File: src/rtl/dec3t8_grant.sv
// rtl/dec3t8_grant.sv - sequential 3-to-8 grant decoder with ack/timeout release handshake
//
// Purpose: accepts an encoded request index from the priority encoder, drives a
// registered one-hot grant to the selected source and holds it until the source
// acknowledges (then waits for ack to fall) or until TIMEOUT grant cycles expire.
//
// Ports:
//   clk          system clock, rising edge
//   rst_n        asynchronous active-low reset
//   in_valid     encoded request present this cycle
//   in_code[2:0] encoded index of highest-priority requester
//   in_idle      encoder idle flag (1 = no active request)
//   in_ready     block can accept a request (combinational, state IDLE)
//   ack          acknowledge from the granted source
//   grant[7:0]   registered one-hot grant
//   busy         registered, 1 when not IDLE
//   done         one-cycle pulse on normal completion
//   timeout_err  one-cycle pulse on timeout abort
//   grant_cnt    (DEC3T8_STATS_EN only) saturating count of done pulses
//   to_cnt       (DEC3T8_STATS_EN only) saturating count of timeout_err pulses
//
// Optional feature macro: DEC3T8_STATS_EN

module dec3t8_grant #(
    parameter int TIMEOUT = 15,
    parameter int TO_W    = 4
) (
    input  logic       clk,
    input  logic       rst_n,
    input  logic       in_valid,
    input  logic [2:0] in_code,
    input  logic       in_idle,
    output logic       in_ready,
    input  logic       ack,
    output logic [7:0] grant,
    output logic       busy,
    output logic       done,
`ifdef DEC3T8_STATS_EN
    output logic [7:0] grant_cnt,
    output logic [7:0] to_cnt,
`endif
    output logic       timeout_err
);

    typedef enum logic [1:0] {
        S_IDLE    = 2'd0,
        S_GRANT   = 2'd1,
        S_RELEASE = 2'd2
    } state_t;

    localparam logic [TO_W-1:0] TO_LIMIT = TO_W'(TIMEOUT);

    state_t          state_q, state_d;
    logic [TO_W-1:0] cnt_q, cnt_d;
    logic [2:0]      code_q, code_d;
    logic [7:0]      grant_q, grant_d;
    logic            busy_q, busy_d;
    logic            done_q, done_d;
    logic            terr_q, terr_d;

    always_ff @(posedge clk or negedge rst_n) begin
        if (!rst_n) begin
            state_q <= S_IDLE;
            cnt_q   <= '0;
            code_q  <= 3'd0;
            grant_q <= 8'h00;
            busy_q  <= 1'b0;
            done_q  <= 1'b0;
            terr_q  <= 1'b0;
        end else begin
            state_q <= state_d;
            cnt_q   <= cnt_d;
            code_q  <= code_d;
            grant_q <= grant_d;
            busy_q  <= busy_d;
            done_q  <= done_d;
            terr_q  <= terr_d;
        end
    end

    always_comb begin
        state_d = state_q;
        cnt_d   = cnt_q;
        code_d  = code_q;
        grant_d = grant_q;
        done_d  = 1'b0;
        terr_d  = 1'b0;

        unique case (state_q)
            S_IDLE: begin
                // ack in IDLE is ignored; in_code is don't-care while in_idle=1.
                if (in_valid && !in_idle) begin
                    code_d  = in_code;
                    cnt_d   = '0;
                    grant_d = 8'h01 << in_code;
                    state_d = S_GRANT;
                end
            end
            S_GRANT: begin
                // ack is checked before the timeout so a same-cycle ack wins.
                if (ack) begin
                    grant_d = 8'h00;
                    state_d = S_RELEASE;
                end else if (cnt_q + 1'b1 == TO_LIMIT) begin
                    // This was the TIMEOUT-th grant cycle without ack.
                    cnt_d   = TO_LIMIT;
                    grant_d = 8'h00;
                    terr_d  = 1'b1;
                    state_d = S_IDLE;
                end else begin
                    cnt_d = cnt_q + 1'b1;
                end
            end
            S_RELEASE: begin
                grant_d = 8'h00;
                if (!ack) begin
                    done_d  = 1'b1;
                    state_d = S_IDLE;
                end
            end
            default: begin
                grant_d = 8'h00;
                state_d = S_IDLE;
            end
        endcase

        busy_d = (state_d != S_IDLE);
    end

    assign in_ready    = (state_q == S_IDLE);
    assign grant       = grant_q;
    assign busy        = busy_q;
    assign done        = done_q;
    assign timeout_err = terr_q;

`ifdef DEC3T8_STATS_EN
    logic [7:0] gcnt_q, gcnt_d;
    logic [7:0] tcnt_q, tcnt_d;

    // Counters advance with the same next-state pulses so they line up with done/timeout_err.
    always_comb begin
        gcnt_d = gcnt_q;
        tcnt_d = tcnt_q;
        if (done_d && gcnt_q != 8'hFF) gcnt_d = gcnt_q + 8'd1;
        if (terr_d && tcnt_q != 8'hFF) tcnt_d = tcnt_q + 8'd1;
    end

    always_ff @(posedge clk or negedge rst_n) begin
        if (!rst_n) begin
            gcnt_q <= 8'h00;
            tcnt_q <= 8'h00;
        end else begin
            gcnt_q <= gcnt_d;
            tcnt_q <= tcnt_d;
        end
    end

    assign grant_cnt = gcnt_q;
    assign to_cnt    = tcnt_q;
`endif

endmodule

File: config.mk
export PLATFORM = sky130hd
export DESIGN_NAME = dec3t8_grant
export DESIGN_NICKNAME = d
export VERILOG_FILES = /design/src/rtl/dec3t8_grant.sv
export SDC_FILE = /design/constraint.sdc
export NUM_CORES = 1
export LEC_CHECK = 0
export ABC_AREA = 1
export BUFFER_PORTS_ARGS = -buffer_cell sky130_fd_sc_hd__buf_2
export CORE_MARGIN = 2
export CORE_UTILIZATION = 46
export CTS_CLUSTER_DIAMETER = 80
export CTS_CLUSTER_SIZE = 40
export DETAILED_ROUTE_END_ITERATION = 7
export PLACE_DENSITY = 0.73
export SKIP_CTS_REPAIR_TIMING = 1
export SLEW_MARGIN = 15
export SYNTH_ARGS = -nofsm -noshare
export SYNTH_HDL_FRONTEND = slang
export SYNTH_SLANG_ARGS = --single-unit
File: constraint.sdc
create_clock -name clk -period 1.35 [get_ports clk]
set_input_delay 0.0675 -clock clk [delete_from_list [all_inputs] [get_ports clk]]
set_output_delay 0.0675 -clock clk [all_outputs]
set_load 0.03 [all_outputs]
==> results of run 1 <==
routing by layer:
layer	vias up	share of wire, %	global-route usage [%]
met1	350	46	25.1
met5	-	0	0
met2	22	46	25.5
met4	0	4.4	13.9
li1	388	-	-
met3	11	4.1	3.46
tightest hold or removal path: stages:
cell,delay (ns)
buf_2,0.10
nor2_1,0.05
nand2_2,0.11
nand2_1,0.06
final timing paths:
check / slack (ns) / cells after the start / to
setup / recovery: -0.08 / 10 / grant[7]
hold / removal: 0.12 / 4 / state_q[0]
setup reg to reg: -0.08 / 10 / grant[7]
hold reg to reg: 0.47 / 2 / grant[5]
max in group asynchronous: 0.86 / 2 / grant[5]
min in group asynchronous: 0.21 / 2 / state_q[1]
placed cells by master, fill, tap and decap left out:
cell	count
o21ai_2	1
o21ai_1	2
inv_1	10
dfrtp_1	17
inv_2	4
nor3_1	1
dlygate4sd3_1	2
nand2_4	3
o21ai_0	2
clkbuf_1	1
nor2_4	2
nor2_1	12
nand3_1	11
buf_2	19
nand2_1	24
clkbuf_4	3
buf_6	1
ha_1	1
or2_1	1
nand4_1	2
nand2_2	10
buf_4	4
nand3b_1	1
ha_2	1
power by group through the flow:
| stage | Clock, W | Combinational, W | Sequential (W) |
|---|---|---|---|
| floorplan | 0 | 0.000233 | 0.000724 |
| global placement | 0 | 0.000441 | 0.000643 |
| detailed placement | 0 | 0.000452 | 0.000647 |
| CTS | 0.000283 | 0.000453 | 0.000638 |
| global route | 0.000294 | 0.000543 | 0.000647 |
| finish | 0.000270 | 0.000491 | 0.000637 |
sequential cells by signal (all words and copies together), names as in the netlist:
register and count:
timeout_err 1, state_q 2, grant 8, cnt_q 4, done 1, busy 1
final cells by class:
class	count	area (um2)
fillers	157	638
flip-flops and latches	17	425
multi-input cells	74	397
repair buffers	26	156
inverters	14	52.6
well taps	25	31.3
clock buffers	4	26.3
cells by family (layout without fill, tap and decap cells):
group | Yosys count | after routing | synth area share [%]
compound gates | 5 | 5 | 3.37
fa+ha+maj | 2 | 2 | 2.93
buf+inv | 15 | 44 | 7.48
flops | 17 | 17 | 49.9
simple gates | 67 | 67 | 36.4
per-stage QoR:
step	utilization, %	total power (W)	hold slack, ns	setup slack (ns)
final	63.0	0.00140	0.121	-0.0829
after global routing	63.0	0.00148	0.163	-0.202
after CTS	59.6	0.00137	-0.318	-0.0782
after detailed placement	58.1	0.00110	0.0112	-0.0548
after global placement	58.1	0.00108	0.00766	0.00520
after floorplan	-	0.000957	-0.228	0.0697
==> out/qor.yml, run 1 <==
run_status:
  outcome: "finished with violations"
  violations: "negative setup slack"
power_and_ir_drop:
  pwr-share-seq_pct: 45.6
  ir_drop_mv: 0.716
  p_leak_nw: 0.620
  pwr_density_cell_nw_per_um2: 1280
  power_frac_clock_pct: 19.3
  combinationalPowerShare_pct: 35.1
  p_int_w: 0.000864
  netSwitchingFraction_pct: 38.2
  power.switching_w: 0.000534
cells_and_area:
  design_area_um2: 1090
  syn_to_final_growth_pct: 27.6
  nets: 146
  fin_cells: 160
  drive_gt1_share_pct: 35.6
  n_antenna_cell: 0
clocking:
  clock_path_buffers: 2
  htree_num_levels: 1
  clk_latency_ns: 0.29
  ctsRootBufferMaster: "clkbuf_4"
  cts_tree: "yes"
  clk_pin_slew_ns: 0.10
  cts-buffers-inserted: 3
  clock-sinks: 17
sta:
  rsz0062_at_grt: "true"
  setup_slack_ns: -0.0829
  fmax_ghz: 0.698
  fin_crit_ns: 1.43
  finalCritPeriodShare_pct: 106
  finalSetupViolCount: 10
  worst_pin_slew_ns: 0.423
  relSlewSlack_pct: 71.8
  slew_violations: 0
  finalClockSkew_ns: 0.00610
  timing_hold_violations_final: 0
  setup-tns-final_ns: -0.601
logic_synthesis:
  yosys.area.top_type: "dfrtp_1"
  synthArstFlopShare_pct: 100
  synth_seq_cells: 17
  syn_avg_cell_area_um2: 8.05
  ys.flop_type: "dfrtp_1"
  synthesis.nets: 116
  synth-edff-count: 0
  syn_inst: 106
  synth_common_cells: "nand2_1 (32), dfrtp_1 (17), nor2_1 (12), inv_1 (11), nand3_1 (11)"
  ys_seq_area_share_pct: 49.9
  ys_warn_count: 0
  synth.distinct_cells: 19
  yosysMostFrequentCell: "nand2_1"
  yosys-top-cells-area: "dfrtp_1 (50%), nand2_1 (14%), nand3_1 (6.5%)"
  syn_area_um2: 853
  synth_top_area_share_pct: 49.9
hold_path:
  hp-start: "in_idle"
  hold_path_class: "input pin to register"
critical_path:
  path_class: "register to register"
  timing.rr.start: "cnt_q[0]"
  crit_family: "simple AND/OR/NAND/NOR gates"
  cp_cell_sequence: "ha_2, inv_2, nand2_2, nand2_2, nor2_1, nand2_1, nand2_2, nand2_4, nand2_2, nand2_2"
  path_buf_inv: 1
  max_stage_delay_ns: 0.41
  worst_ep_required_time_ns: 1.54
  cpMostUsedCell: "nand2_2"
  startpoint_type: "register"
  path_max_fanout: 8
  cp_slowest_cell: "dfrtp_1"
  end_kind: "register"
  crit_path_start: "cnt_q[0]"
  arrival_ns: 1.62
drt:
  drt-initial-drc-count: 27
  via_count: 771
  final_antenna_net_count: 0
  vias_per_cell: 4.82
  wl_per_cell_um: 10.4
  drt_wl_total_mm: 1.67
  drtPass1Iterations: 4
  drc: 0
flow_run:
  maxCapViolCount: 0
floorplan:
  die_h_um: 47.1
  die_w_um: 47.1
  pin_count: 20
  core_area_um2: 1730
  start_util_pct: 49.4
  die_area_um2: 2220
  num_rows: 15
grt:
  grt_pass1_wl_mm: 2.75
  grt_max_degree: 18
  grt_pass1_vias: 669
  overflow: 0
  grt_use_total_pct: 18.3
  grt_antenna_before_repair: 0
placed_design:
  dp.final_hpwl_mm: 1.24
  place_inst: 153
  gp_congestion: 0.870
  port_buffers: 19
  placed_cell_area_um2: 1000
Note: power is estimated with default switching activity, not from simulation.
==> inputs of run 2 (changes only) <==
--- a/config.mk
+++ b/config.mk
@@ -8,11 +8,11 @@
 export ABC_AREA = 1
 export BUFFER_PORTS_ARGS = -buffer_cell sky130_fd_sc_hd__buf_2
 export CORE_MARGIN = 2
-export CORE_UTILIZATION = 46
+export CORE_UTILIZATION = 51
 export CTS_CLUSTER_DIAMETER = 80
 export CTS_CLUSTER_SIZE = 40
 export DETAILED_ROUTE_END_ITERATION = 7
-export PLACE_DENSITY = 0.73
+export PLACE_DENSITY = 0.76
 export SKIP_CTS_REPAIR_TIMING = 1
 export SLEW_MARGIN = 15
 export SYNTH_ARGS = -nofsm -noshare
==> constraint.sdc (replaced) <==
create_clock -name clk -period 1.42 [get_ports clk]
set_input_delay 0.071 -clock clk [delete_from_list [all_inputs] [get_ports clk]]
set_output_delay 0.071 -clock clk [all_outputs]
set_load 0.03 [all_outputs]
==> run 2 against run 1 <==
First-iteration DRC count fell by 37%. Design area fell by 0.69%. Register-to-register slack improved by 0.07 ns. Clock-buffer cell count fell by 1. Sequential power fell by 3%. Global-route usage rose by 0.28 points. Via count fell by 3.0%. Clock skew fell by 0.0026 ns. Combinational power fell by 6.5%. Sequential share of layout area rose by 0.50 points. Largest power group unchanged. Critical path depth fell by 1. The flow still finishes with violations (negative setup slack). Worst hold slack improved by 0.0018 ns.
==> out/qor.yml, run 2 (synthesis results as in run 1) <==
run_status:
  outcome: "finished with violations"
  violations: "negative setup slack"
cells_and_area:
  largest_reg_flops: 8  # unchanged
  drive_gt1_share_pct: 37.6  # +2.0 points
  final_core_util_pct: 70.1  # +7.1 points
  n_antenna_cell: 0  # unchanged
  mostFrequentLayoutCell: "nand2_1"
  nFillCells: 129  # -18%
  syn_to_final_growth_pct: 26.7
  final_cell_mix: "nand2_1 (25), buf_2 (19), dfrtp_1 (15), nor2_1 (12), nand3_1 (10)"
  nets: 144  # -1.4%
drt:
  drtPass1Iterations: 4  # unchanged
  drt-initial-drc-count: 17  # -37%
  drc: 0  # unchanged
  wl_per_cell_um: 11.4  # +9.0%
  via_count: 748  # -3.0%
  vias_per_cell: 5.02  # +4.2%
  final_antenna_net_count: 0  # unchanged
  drt_wl_total_mm: 1.70  # +1.5%
critical_path:
  max_stage_delay_ns: 0.44  # +0.03 ns
  arrival_ns: 1.62  # about the same
  startpoint_type: "register"
  end_kind: "register"
  cp_slowest_cell: "dfrtp_2"
  path_max_fanout: 7  # -1
  worst_ep_required_time_ns: 1.61  # +0.07 ns
  cp_cell_sequence: "buf_4, ha_1, inv_1, nor2_1, nand2_1, nand2_2, buf_6, nand3_1, nand2_1"
  cpMostUsedCell: "nand2_1"
  path_class: "register to register"
floorplan:
  die_area_um2: 2020  # -9.0%
  start_util_pct: 55.4  # +5.9 points
  die_w_um: 44.9  # -4.6%
  num_rows: 14  # -1
  pin_count: 20  # unchanged
  core_area_um2: 1540  # -11%
  die_h_um: 44.9  # -4.6%
power_and_ir_drop:
  netSwitchingFraction_pct: 39.6  # +1.4 points
  combinationalPowerShare_pct: 34.1  # -1.0 points
  power_frac_clock_pct: 19.8  # +0.5 points
  pwr_density_cell_nw_per_um2: 1240  # -3.1%
  p_int_w: 0.000813  # -5.9%
  power.switching_w: 0.000533  # -0.29%
  ir_drop_mv: 0.782  # +9.3%
  p_leak_nw: 0.607  # -2.2%
  p_total_w: 0.00135  # -3.8%
  pwr-share-seq_pct: 46.1  # +0.5 points
sta:
  worst_pin_slew_ns: 0.447  # +0.0237 ns
  relSlewSlack_pct: 70.2  # -1.6 points
  setup-tns-final_ns: -0.0215  # +0.579 ns
  finalClockSkew_ns: 0.00348  # -0.00262 ns
  setup_slack_ns: -0.00821  # +0.0746 ns
  fin_worst_hold_slack_ns: 0.123  # +0.00180 ns
  finalSetupViolCount: 3  # -7
  fmax_ghz: 0.700  # +0.33%
  timing_hold_violations_final: 0  # unchanged
  rsz0062_at_grt: "true"
  fin_crit_ns: 1.43  # -0.00465 ns
  slew_violations: 0  # unchanged
  finalCritPeriodShare_pct: 101  # -5.6 points
clocking:
  cts-buffers-inserted: 3  # unchanged
  clock-sinks: 17  # unchanged
  clk_latency_ns: 0.29  # about the same
  clock_path_buffers: 2  # unchanged
  clk_pin_slew_ns: 0.10  # about the same
  ctsRootBufferMaster: "clkbuf_4"
  htree_num_levels: 1  # unchanged
  cts_tree: "yes"
placed_design:
  gp_congestion: 0.828  # -4.9%
  dp.final_hpwl_mm: 1.26  # +1.3%
  port_buffers: 19  # unchanged
grt:
  grt_use_total_pct: 18.6  # +0.28 points
  grt_pass1_wl_mm: 2.70  # -2.0%
  grt_max_degree: 18  # unchanged
  overflow: 0  # unchanged
  grt_pass1_vias: 671  # +0.30%
  grt_antenna_before_repair: 0  # unchanged
flow_run:
  maxCapViolCount: 0  # unchanged
hold_path:
  hold_path_class: "input pin to register"
[run 2: through the flow]
stage,instance area [um2],instances,setup slack [ns]
finish,1080,149,-0.00821
global route,1080,149,-0.101
CTS,1000,145,-0.0512
detailed placement,970,141,-0.0226
global placement,970,141,0.0219
floorplan,858,106,0.140
[run 2: final cells by class]
class | instances | area (um2) | area share, %
Inverter | 14 | 52.6 | 4.86
Clock buffer | 3 | 22.5 | 2.08
Sequential cell | 17 | 428 | 39.6
Tap cell | 16 | 20.0 | 1.85
Multi-Input combinational cell | 74 | 409 | 37.8
Timing Repair Buffer | 24 | 141 | 13.1
Clock inverter | 1 | 7.51 | 0.694
[run 2: power groups by stage]
| stage | Sequential [W] | Clock (W) | Combinational (W) |
|---|---|---|---|
| 3_3_place_gp | 0.000610 | 0 | 0.000402 |
| 2_1_floorplan | 0.000688 | 0 | 0.000222 |
| 3_5_place_dp | 0.000618 | 0 | 0.000410 |
| 6_report | 0.000621 | 0.000266 | 0.000459 |
| 4_1_cts | 0.000609 | 0.000268 | 0.000412 |
| 5_1_grt | 0.000631 | 0.000286 | 0.000503 |
[run 2: worst max-delay path, delay by kind of cell, from the launching register on]
kind	cells	cell delay (ns)
AND/OR/NAND/NOR	5	0.37
adder cells (fa/ha/maj)	1	0.17
buffers and inverters	3	0.36
flip-flops	1	0.44
[run 2: layer usage]
metal	part of all wire, %	GRT usage (%)	vias up
met1	46	23.2	338
met4	1.6	9.41	0
li1	-	-	386
met3	4.1	2.40	5
met2	48	31.6	19
met5	0	0	-
[run 2: worst paths after layout]
kind                            depth (start not counted)         end      from  slack [ns]
max in group asynchronous                               2    cnt_q[1]     rst_n        0.91
worst min-delay path                                    4  state_q[0]   in_idle        0.12
worst max register to register                          9    grant[2]  cnt_q[1]      -0.008
worst max-delay path                                    9    grant[2]  cnt_q[1]      -0.008
worst min register to register                          2    grant[6]  grant[6]        0.48
min in group asynchronous                               2    cnt_q[2]     rst_n        0.23
==> inputs of run 3 (changes only) <==
--- a/config.mk
+++ b/config.mk
@@ -12,7 +12,7 @@
 export CTS_CLUSTER_DIAMETER = 80
 export CTS_CLUSTER_SIZE = 40
 export DETAILED_ROUTE_END_ITERATION = 7
-export PLACE_DENSITY = 0.76
+export PLACE_DENSITY = 0.86
 export SKIP_CTS_REPAIR_TIMING = 1
 export SLEW_MARGIN = 15
 export SYNTH_ARGS = -nofsm -noshare
==> run 3 against run 2 <==
The flow still finishes with violations (negative setup slack). Combinational power up 10%. Final cell count up 0.67%. Die area unchanged. Sequential cell count unchanged. Design area up 2.8%. Routed wire length up 20%. Non-clock buffer count up 1. Utilization up 1.9 points.
==> out/qor.yml, run 3 (synthesis results as in run 1) <==
hold_path:
  hold_path_class: "input pin to register"
  hold_end: "state_q[0]"
  hp-start: "in_idle"
  hold_depth: 4  # unchanged
clocking:
  clk_latency_ns: 0.29  # about the same
  cts_tree: "yes"
  htree_num_levels: 1  # unchanged
  clock_path_buffers: 2  # unchanged
  clock-sinks: 17  # unchanged
  clk_pin_slew_ns: 0.10  # about the same
  ctsRootBufferMaster: "clkbuf_4"
  cts-buffers-inserted: 3  # unchanged
placed_design:
  dp.final_hpwl_mm: 1.29  # +2.5%
  port_buffers: 19  # unchanged
  gp_congestion: 0.812  # -1.8%
sta:
  finalClockSkew_ns: 0.000719  # -0.00276 ns
  setup_slack_ns: -0.0261  # -0.0179 ns
  rsz0062_at_grt: "true"
  setup-tns-final_ns: -0.0770  # -0.0554 ns
  slew_violations: 0  # unchanged
  fmax_ghz: 0.692  # -1.2%
  timing_hold_violations_final: 0  # unchanged
  fin_crit_ns: 1.45  # +0.0179 ns
  fin_worst_hold_slack_ns: 0.127  # +0.00412 ns
  worst_pin_slew_ns: 0.466  # +0.0193 ns
  relSlewSlack_pct: 68.9  # -1.3 points
  finalCritPeriodShare_pct: 102  # +1.3 points
  finalSetupViolCount: 5  # +2
drt:
  drtPass1Iterations: 4  # unchanged
  wl_met3_um: 80  # +14%
  met1_length_um: 891  # +14%
  via_count: 788  # +5.3%
  drc: 0  # unchanged
  topRoutingLayerUsed: "met4"
  drt_wl_total_mm: 2.03  # +20%
  final_antenna_net_count: 0  # unchanged
  drt-initial-drc-count: 18  # +1
  wl_met2_mm: 1.03  # +26%
  vias_per_cell: 5.25  # +4.6%
  wl_per_cell_um: 13.5  # +19%
critical_path:
  path_max_fanout: 5  # -2
  end_kind: "register"
  r2r_end: "grant[4]"
  timing.rr.start: "cnt_q[0]"
  r2r_setup_slack_ns: -0.03  # -0.02 ns
  path_class: "register to register"
  arrival_ns: 1.68  # +0.06 ns
  path_buf_inv: 2  # -1
  max_stage_delay_ns: 0.44  # about the same
  startpoint_type: "register"
  crit_family: "simple AND/OR/NAND/NOR gates"
  cp_cell_sequence: "ha_4, inv_2, nand2_2, nand2_2, nor2_1, nand2_1, nand2_4, clkbuf_16, nand3_1, nand2_1"
  worst_ep_required_time_ns: 1.65  # +0.04 ns
  rr_worst_depth: 10  # +1
  cp_slowest_cell: "dfrtp_1"
run_status:
  outcome: "finished with violations"
  violations: "negative setup slack"
power_and_ir_drop:
  pwr_density_cell_nw_per_um2: 1250  # +0.42%
  ir_drop_mv: 0.965  # +23%
  p_leak_nw: 0.633  # +4.4%
cells_and_area:
  drive_gt1_share_pct: 34.3  # -3.3 points
  nFillCells: 117  # -9.3%
  syn_to_final_growth_pct: 30.2
  mostFrequentLayoutCell: "nand2_1"
  n_antenna_cell: 0  # unchanged
  largest_reg_flops: 8  # unchanged
  nets: 145  # +0.69%
  final_cell_mix: "nand2_1 (28), buf_2 (19), dfrtp_1 (17), nor2_1 (12), nand3_1 (10)"
grt:
  overflow: 0  # unchanged
  grt_pass1_wl_mm: 2.86  # +5.9%
  grt_pass1_vias: 697  # +3.9%
  grt_use_total_pct: 20.0  # +1.4 points
  grt_antenna_before_repair: 0  # unchanged
  grt_max_degree: 18  # unchanged
floorplan:
  die_w_um: 44.9  # unchanged
  num_rows: 14  # unchanged
  pin_count: 20  # unchanged
  start_util_pct: 55.4  # unchanged
  die_area_um2: 2020  # unchanged
  core_area_um2: 1540  # unchanged
  die_h_um: 44.9  # unchanged
flow_run:
  maxCapViolCount: 0  # unchanged
[run 3: routing by layer]
layer	track usage (%)	vias up
li1	-	382
met4	12.4	0
met2	31.0	21
met3	3.60	4
met5	0	-
met1	26.0	381
[run 3: report_power, final]
group / leakage, nW / internal (W) / switching, W / total (W)
Clock: 0.0177 / 0.000105 / 0.000161 / 0.000266
Combinational: 0.385 / 0.000181 / 0.000325 / 0.000506
Sequential: 0.230 / 0.000551 / 0.0000658 / 0.000616
Total: 0.633 / 0.000837 / 0.000552 / 0.00139
[run 3: cell type report]
class                   count  area (um2)  share of cell area [%]
inverters                  14        52.6                    4.73
well taps                  16        20.0                    1.80
clock inverters             1        5.00                   0.450
multi-input cells          74         407                    36.6
clock buffers               3        22.5                    2.03
flip-flops and latches     17         425                    38.3
repair buffers             25         179                    16.1
[run 3: worst max path at each step]
stage               endpoint  slack [ns]        from  cells after the start
CTS                 grant[2]      -0.008    cnt_q[1]                     10
global placement    grant[5]        0.06    cnt_q[1]                      9
detailed placement  grant[2]       0.005    cnt_q[1]                     10
floorplan           cnt_q[0]        0.14  state_q[1]                      5
finish              grant[4]       -0.03    cnt_q[0]                     10
global route        grant[4]       -0.09    cnt_q[0]                     10
[run 3: worst min-delay path, cell delays in order]
cell and delay (ns):
buf_2 0.10, nor2_1 0.05, nand2_2 0.11, nand2_1 0.06
[run 3: stage by stage]
| step | area, um2 | instances | total power (W) | utilization (%) | worst slack (ns) |
|---|---|---|---|---|---|
| finish | 1110 | 150 | 0.00139 | 72.1 | -0.0261 |
| CTS | 1010 | 145 | 0.00129 | 65.5 | -0.00784 |
| detailed placement | 982 | 141 | 0.00103 | 63.7 | 0.00541 |
| global placement | 982 | 141 | 0.00102 | 63.7 | 0.0555 |
| global route | 1110 | 150 | 0.00146 | 72.1 | -0.0850 |
| floorplan | 858 | 106 | 0.000909 | - | 0.140 |
